[src/rtl/fetch_stage.sv]
// Instruction fetch: issues one imem read per PC, holds the word until the next stage takes it.
// Latency: if_valid one cycle after imem_ack. Backpressure: if_ready=0 holds HOLD; ack timeout or misaligned PC faults sticky.
module fetch_stage #(
    parameter logic [31:0] RESET_PC    = 32'h0000_0000,
    parameter int          ACK_TIMEOUT = 16
) (
    input  logic        clk,
    input  logic        rst,
    input  logic [31:0] pc_next,
    output logic        imem_req,
    output logic [31:0] imem_addr,
    input  logic        imem_ack,
    input  logic [31:0] imem_rdata,
    output logic [31:0] if_instruction,
    output logic [31:0] if_pc,
    output logic        if_valid,
    input  logic        if_ready,
    output logic        fault,
    output logic [31:0] fetch_count
);

    localparam logic [1:0] FETCH = 2'd0;
    localparam logic [1:0] HOLD  = 2'd1;
    localparam logic [1:0] FAULT = 2'd2;

    localparam int            WW       = $clog2(ACK_TIMEOUT + 1);
    localparam logic [WW-1:0] W_LIMIT  = WW'(ACK_TIMEOUT - 1);
    localparam logic [WW-1:0] W_ONE    = WW'(1);

    logic [1:0]    r_state;
    logic [31:0]   r_pc;
    logic [31:0]   r_instr;
    logic [31:0]   r_count;
    logic [WW-1:0] r_wait;
    // Set on the first edge after reset release so no request is seen while or right as reset drops.
    logic          r_active;

    logic w_req;

    assign w_req = (r_state == FETCH) && r_active;

    always_ff @(posedge clk or negedge rst) begin
        if (!rst) begin
            r_state  <= FETCH;
            r_pc     <= RESET_PC;
            r_instr  <= 32'h0;
            r_count  <= 32'h0;
            r_wait   <= '0;
            r_active <= 1'b0;
        end else begin
            r_active <= 1'b1;
            case (r_state)
                FETCH: begin
                    if (w_req) begin
                        // An ack on the final allowed cycle still wins over the timeout.
                        if (imem_ack) begin
                            r_instr <= imem_rdata;
                            r_wait  <= '0;
                            r_state <= HOLD;
                        end else if (r_wait == W_LIMIT) begin
                            r_state <= FAULT;
                        end else begin
                            r_wait <= r_wait + W_ONE;
                        end
                    end
                end
                HOLD: begin
                    if (if_ready) begin
                        r_pc    <= pc_next;
                        r_count <= r_count + 32'd1;
                        r_state <= (pc_next[1:0] != 2'b00) ? FAULT : FETCH;
                    end
                end
                FAULT: begin
                    r_state <= FAULT;
                end
                default: begin
                    r_state <= FAULT;
                end
            endcase
        end
    end

    assign imem_req       = w_req;
    assign imem_addr      = r_pc;
    assign if_pc          = r_pc;
    assign if_instruction = r_instr;
    assign if_valid       = (r_state == HOLD);
    assign fault          = (r_state == FAULT);
    assign fetch_count    = r_count;

endmodule

[config.mk]
export PLATFORM = sky130hd
export DESIGN_NAME = fetch_stage
export DESIGN_NICKNAME = d
export VERILOG_FILES = /design/src/rtl/fetch_stage.sv
export SDC_FILE = /design/constraint.sdc
export NUM_CORES = 1
export LEC_CHECK = 0
export CAP_MARGIN = 10
export CORE_ASPECT_RATIO = 0.5
export CORE_UTILIZATION = 45
export DETAILED_ROUTE_END_ITERATION = 16
export HOLD_SLACK_MARGIN = 0.12
export PLACE_DENSITY = 0.85
export SLEW_MARGIN = 20
export SYNTH_ARGS = -nofsm -noshare
export SYNTH_HDL_FRONTEND = slang
export SYNTH_SLANG_ARGS = --single-unit
[constraint.sdc]
create_clock -name clk -period 3.4 [get_ports clk]
set_clock_uncertainty 0.1 [all_clocks]
set_input_delay 0.85 -clock clk [delete_from_list [all_inputs] [get_ports clk]]
set_output_delay 0.85 -clock clk [all_outputs]
set_load 0.02 [all_outputs]
# Word-level counts from Yosys, hierarchy flattened
# Cells that the tools add are included.
totals:
  register_bits: 104
  output_inout_bits: 131
  word_cells: 30
  latchBits: 0
  ramBits: 0
  n_memories: 0
  input_bits: 68
  mem_bits_ro: 0
op_classes:
  eq_ne: 7
  magnitude_cmp: 0
  muxes: 8
  n_addsub: 2
  div: 0
  n_mul: 0
  shift: 0
  n_reduce_logical: 7
  bitwise_logic: 0
op_table:
  columns: ["op", "count"]
  rows:
  - ["$add 32x1->32 const B", 1]
  - ["$mux 2", 5]
  - ["$mux 5", 2]
  - ["$reduce_and 3->1", 3]
  - ["$add 5x1->5 const B", 1]
  - ["$eq 5x4->1 const B", 1]
  - ["$ne 2x2->1 const B", 2]
  - ["$pmux 2 s2", 1]
  - ["$ne 3x2->1 const B", 1]
  - ["$eq 2x1->1 const B", 1]
  - ["$eq 2x2->1 const B", 1]
  - ["$logic_not 2->1", 1]
  - ["$ne 2x1->1 const B", 1]
  - ["$reduce_and 2->1", 1]
  - ["$reduce_bool 2->1", 1]
  - ["$logic_and 1x1->1", 1]

# Depth between registers and ports, before layout
depth:
  word_depth: 5
  ltp_mapped: 8
  mapped_depth_nobuf: 7

# Least setup slack after synthesis
# No wires, ideal clock.
synth_path:
  path_kind: "reg2out"
  start: "register r_state[0]"
  end: "output imem_req"
  path_slack_ps: 1159
  path_buffers: 1
  stages_incl_launch_ff: 4
  t_required_ps: 2450
  t_arrival_ps: 1291
  cell_sequence: "dfrtp_1 > or3b_2 > clkbuf_1 > inv_1"
synth_between:
  elab_chain_cells: 2
synth_rtl:
  columns: ["item", "line_no", "rtl"]
  rows:
  - ["start: declaration", "30", "logic [1:0] r_state;"]
  - ["start signal: assignment", "71", "r_state <= (pc_next[1:0] != 2'b00) ? FAULT : FETCH;"]
  - ["$logic_not 2->1", "40", "assign w_req = (r_state == FETCH) && r_active;"]
  - ["$logic_and 1x1->1", "40", null]
  - ["end: declaration", "10", "output logic imem_req,"]
# No other way between the ends.

# Worst setup path in the final report
# Ends and elaborated chain as after synthesis.

==> flow_metrics.env <==
export IMPL_final_period_minus_worst_setup_slack_ns=3.135
export IMPL_floorplan_io_pins=199
export IMPL_grtUsageTotal_pct=21.41
export IMPL_synth_lib_cells_used_distinct=38
export IMPL_nNetsFinal=592
export IMPL_setup_tns_final_ns=0
export IMPL_crit_buf_inv=2
export IMPL_wirelength_um=10800
export IMPL_clock_path_buffers=2
export IMPL_drv_cap=0
export IMPL_yosysWarnings=0
export IMPL_ys_seq_elements=104
export IMPL_cp_data_arrival_time_ns=2.18
export IMPL_final_area_mm2=0.006739
export IMPL_vdd_drop_max_mv=0.5115
export IMPL_timing_fmax_ghz=0.3190
export IMPL_finalHoldViolations=0
export IMPL_hold_class="reg2reg"
export IMPL_largest_area_contributor_in_the_synthesized_netlist="sky130_fd_sc_hd__dfrtp_1"
export IMPL_grt_max_degree=62
export IMPL_total_power_density_per_cell_area_mw_per_mm2=848.5
export IMPL_synth_cell_area_mm2=0.004517
export IMPL_wl_per_cell_um=16.36
export IMPL_timing_final_max_slew_violations=0
export IMPL_tightest_slew_ns=0.7924
export IMPL_critical_path_required_ns=2.45
export IMPL_outcome="complete, no violations"
export IMPL_max_slew_margin_pct=47.18
export IMPL_worst_setup_path_start_kind="register"
export IMPL_insertedDiodeCount=0
export IMPL_placement_io_buffers=198
export IMPL_global_route_overflow_total=0
export IMPL_cp_cell_sequence="or3b_2, inv_1, clkdlybuf4s50_1"
export IMPL_cts_setup_buffers=0
export IMPL_clock_buffer_count_from_cts=9
export IMPL_mostFrequentLayoutCells="197 x sky130_fd_sc_hd__clkdlybuf4s50_1, 104 x sky130_fd_sc_hd__dfrtp_1, 62 x sky130_fd_sc_hd__mux2_2, 17 x sky130_fd_sc_hd__nand2_1, 16 x sky130_fd_sc_hd__xnor2_1"
export IMPL_clk_root_buffer_cell="sky130_fd_sc_hd__clkbuf_16"
export IMPL_grt_pass1_vias=3358
export IMPL_placement_rows=25
export IMPL_detail_route_drc_violations=0
export IMPL_detailroute_via_count=3280
export IMPL_die_w_um=143.7
export IMPL_chipHeight_um=72.85
export IMPL_mostFrequentLayoutCell="sky130_fd_sc_hd__clkdlybuf4s50_1"
export IMPL_hpwlAfterDp_um=8047
export IMPL_syn_avg_cell_area_um2=12.87
export IMPL_grt_first_pass_wirelength_um=16800
export IMPL_initial_util_pct=47.04
export IMPL_endpoint_kind="output port"
export IMPL_clkTransAtPathRegs_ns=0.07
export IMPL_clkLatencyLatePin_ns=0.34
export IMPL_share_of_post_route_cells_with_drive_strength_above_1_pct=16.38
export IMPL_post_route_period_util_pct=92.20
export IMPL_cts_htree_levels=3
export IMPL_synthDominantCellAreaShare_pct=57.62
export IMPL_grt_antenna_before_repair=0
export IMPL_synthCells=351
export IMPL_synth_seq_area_share_pct=57.62
export IMPL_detailed_place_area_mm2=0.006427
export IMPL_post_cts_resized_instances=0
export IMPL_syn_num_nets=422
export IMPL_p_leak_nw=2.862
export IMPL_tritoncts="done"
export IMPL_die_area_mm2=0.01047
export IMPL_crit_path_top_delay_cell="sky130_fd_sc_hd__or3b_2"
export IMPL_type_of_the_worst_setup_path="reg2out"
export IMPL_min_from="if_instruction[4]"
export IMPL_route_antenna_remaining_nets=0
export IMPL_startpoint="r_state[0]"
export IMPL_area_of_the_core_region_mm2=0.009603
export IMPL_placer_congestion_estimate=0.7852
export IMPL_final_setup_violations=0
export IMPL_critical_path_top_delay_family="buffers and inverters"
export IMPL_syn_to_final_growth_pct=49.20
export IMPL_vias_per_cell=4.970
export IMPL_setup_repair_after_global_routing_missed_its_margin="no"
export IMPL_crit_path_max_fanout=12
export IMPL_synthTopCellsByArea="sky130_fd_sc_hd__dfrtp_1 58%, sky130_fd_sc_hd__mux2_2 15%, sky130_fd_sc_hd__buf_4 5.3%, sky130_fd_sc_hd__xnor2_1 3.1%, sky130_fd_sc_hd__xor2_1 2.9%"
export IMPL_cts_num_sinks=104
export IMPL_first_iter_violations=191
export IMPL_r2r_path_start="r_state[0]"
export IMPL_cts_hold_repair_buffers=0
export IMPL_slowest_stage_delay_cp_ns=0.64
export IMPL_drt_first_pass_iters=4
==> stage by stage <==
step / total power [mW] / setup slack (ns) / instances / utilization (%) / hold slack, ns
after global routing: 5.983 / 0.2045 / 660 / 70.18 / 0.4066
after floorplan: 3.475 / 1.159 / 351 / - / 0.3870
final: 5.718 / 0.2653 / 660 / 70.18 / 0.3899
after CTS: 5.775 / 0.2656 / 660 / 70.18 / 0.3932
after detailed placement: 4.685 / 0.3036 / 645 / 66.93 / 0.3771
after global placement: 4.613 / 0.4675 / 645 / 66.93 / 0.3683
==> state kept, by name, summed over array words and instances, names as in the netlist <==
name            cells
fetch_count        32
if_instruction     32
if_pc              32
r_wait              5
r_state             2
r_active            1
==> cells by family (layout without fill, tap and decap cells) <==
group           Yosys count  count (layout)  share of synthesized area [%]
mux                      65              65                          16.20
buf+inv                  50             224                          6.981
simple gates             84              84                          10.58
other cells               1               1                        0.08302
fa+ha+maj                 3               3                         0.8311
compound gates           13              13                          1.690
flops                   104             104                          57.62
xor+xnor                 31              31                          6.011
==> cell usage after synthesis (all sizes together) <==
master,n
dfrtp,104
mux2,65
buf,39
nand2,17
xnor2,16
xor2,15
nand3,13
nor3,13
nand4,10
inv,8
nor4,8
nor2,6
a21oi,5
and4,4
o21ai,4
and3,3
clkbuf,3
ha,3
nand4b,2
a41oi,1
and2,1
and4b,1
conb,1
nand2b,1
nor2b,1
nor3b,1
o211ai,1
o22ai,1
o32ai,1
or2,1
or3b,1
or4,1
==> final timing paths <==
kind                                 endpoint  slack (ns)  cells past startpoint
setup / recovery                     imem_req        0.27                      3
hold reg to reg             if_instruction[4]        0.39                      1
min in group asynchronous           if_pc[19]        0.48                      1
setup reg to reg           if_instruction[10]        1.19                      4
max in group asynchronous           if_pc[30]        2.01                      2
hold / removal              if_instruction[4]        0.39                      1
==> report_power, final <==
group / switching, mW / internal [mW] / leakage (nW)
clock: 0.440 / 0.641 / 0.141
sequential: 0.310 / 1.67 / 1.30
combinational: 1.24 / 1.42 / 1.42
==> per-layer routing <==
layer  vias up  global-route usage, %  wire length (um)
met1      1661                  24.60              4324
li1       1535                      -                 -
met5         -                      0                 0
met2        68                  39.54              5895
met4         0                  7.210               148
met3        16                  5.315               431
==> cell type report <==
| class | count | area, um2 |
|---|---|---|
| Clock inverter | 5 | 82.58 |
| Inverter | 8 | 30.03 |
| Multi-Input combinational cell | 197 | 1599 |
| Fill cell | 710 | 2864 |
| Tap cell | 135 | 168.9 |
| Sequential cell | 104 | 2603 |
| Timing Repair Buffer | 201 | 2027 |
| Clock buffer | 10 | 229.0 |
Power figures use the tool's default switching activity.
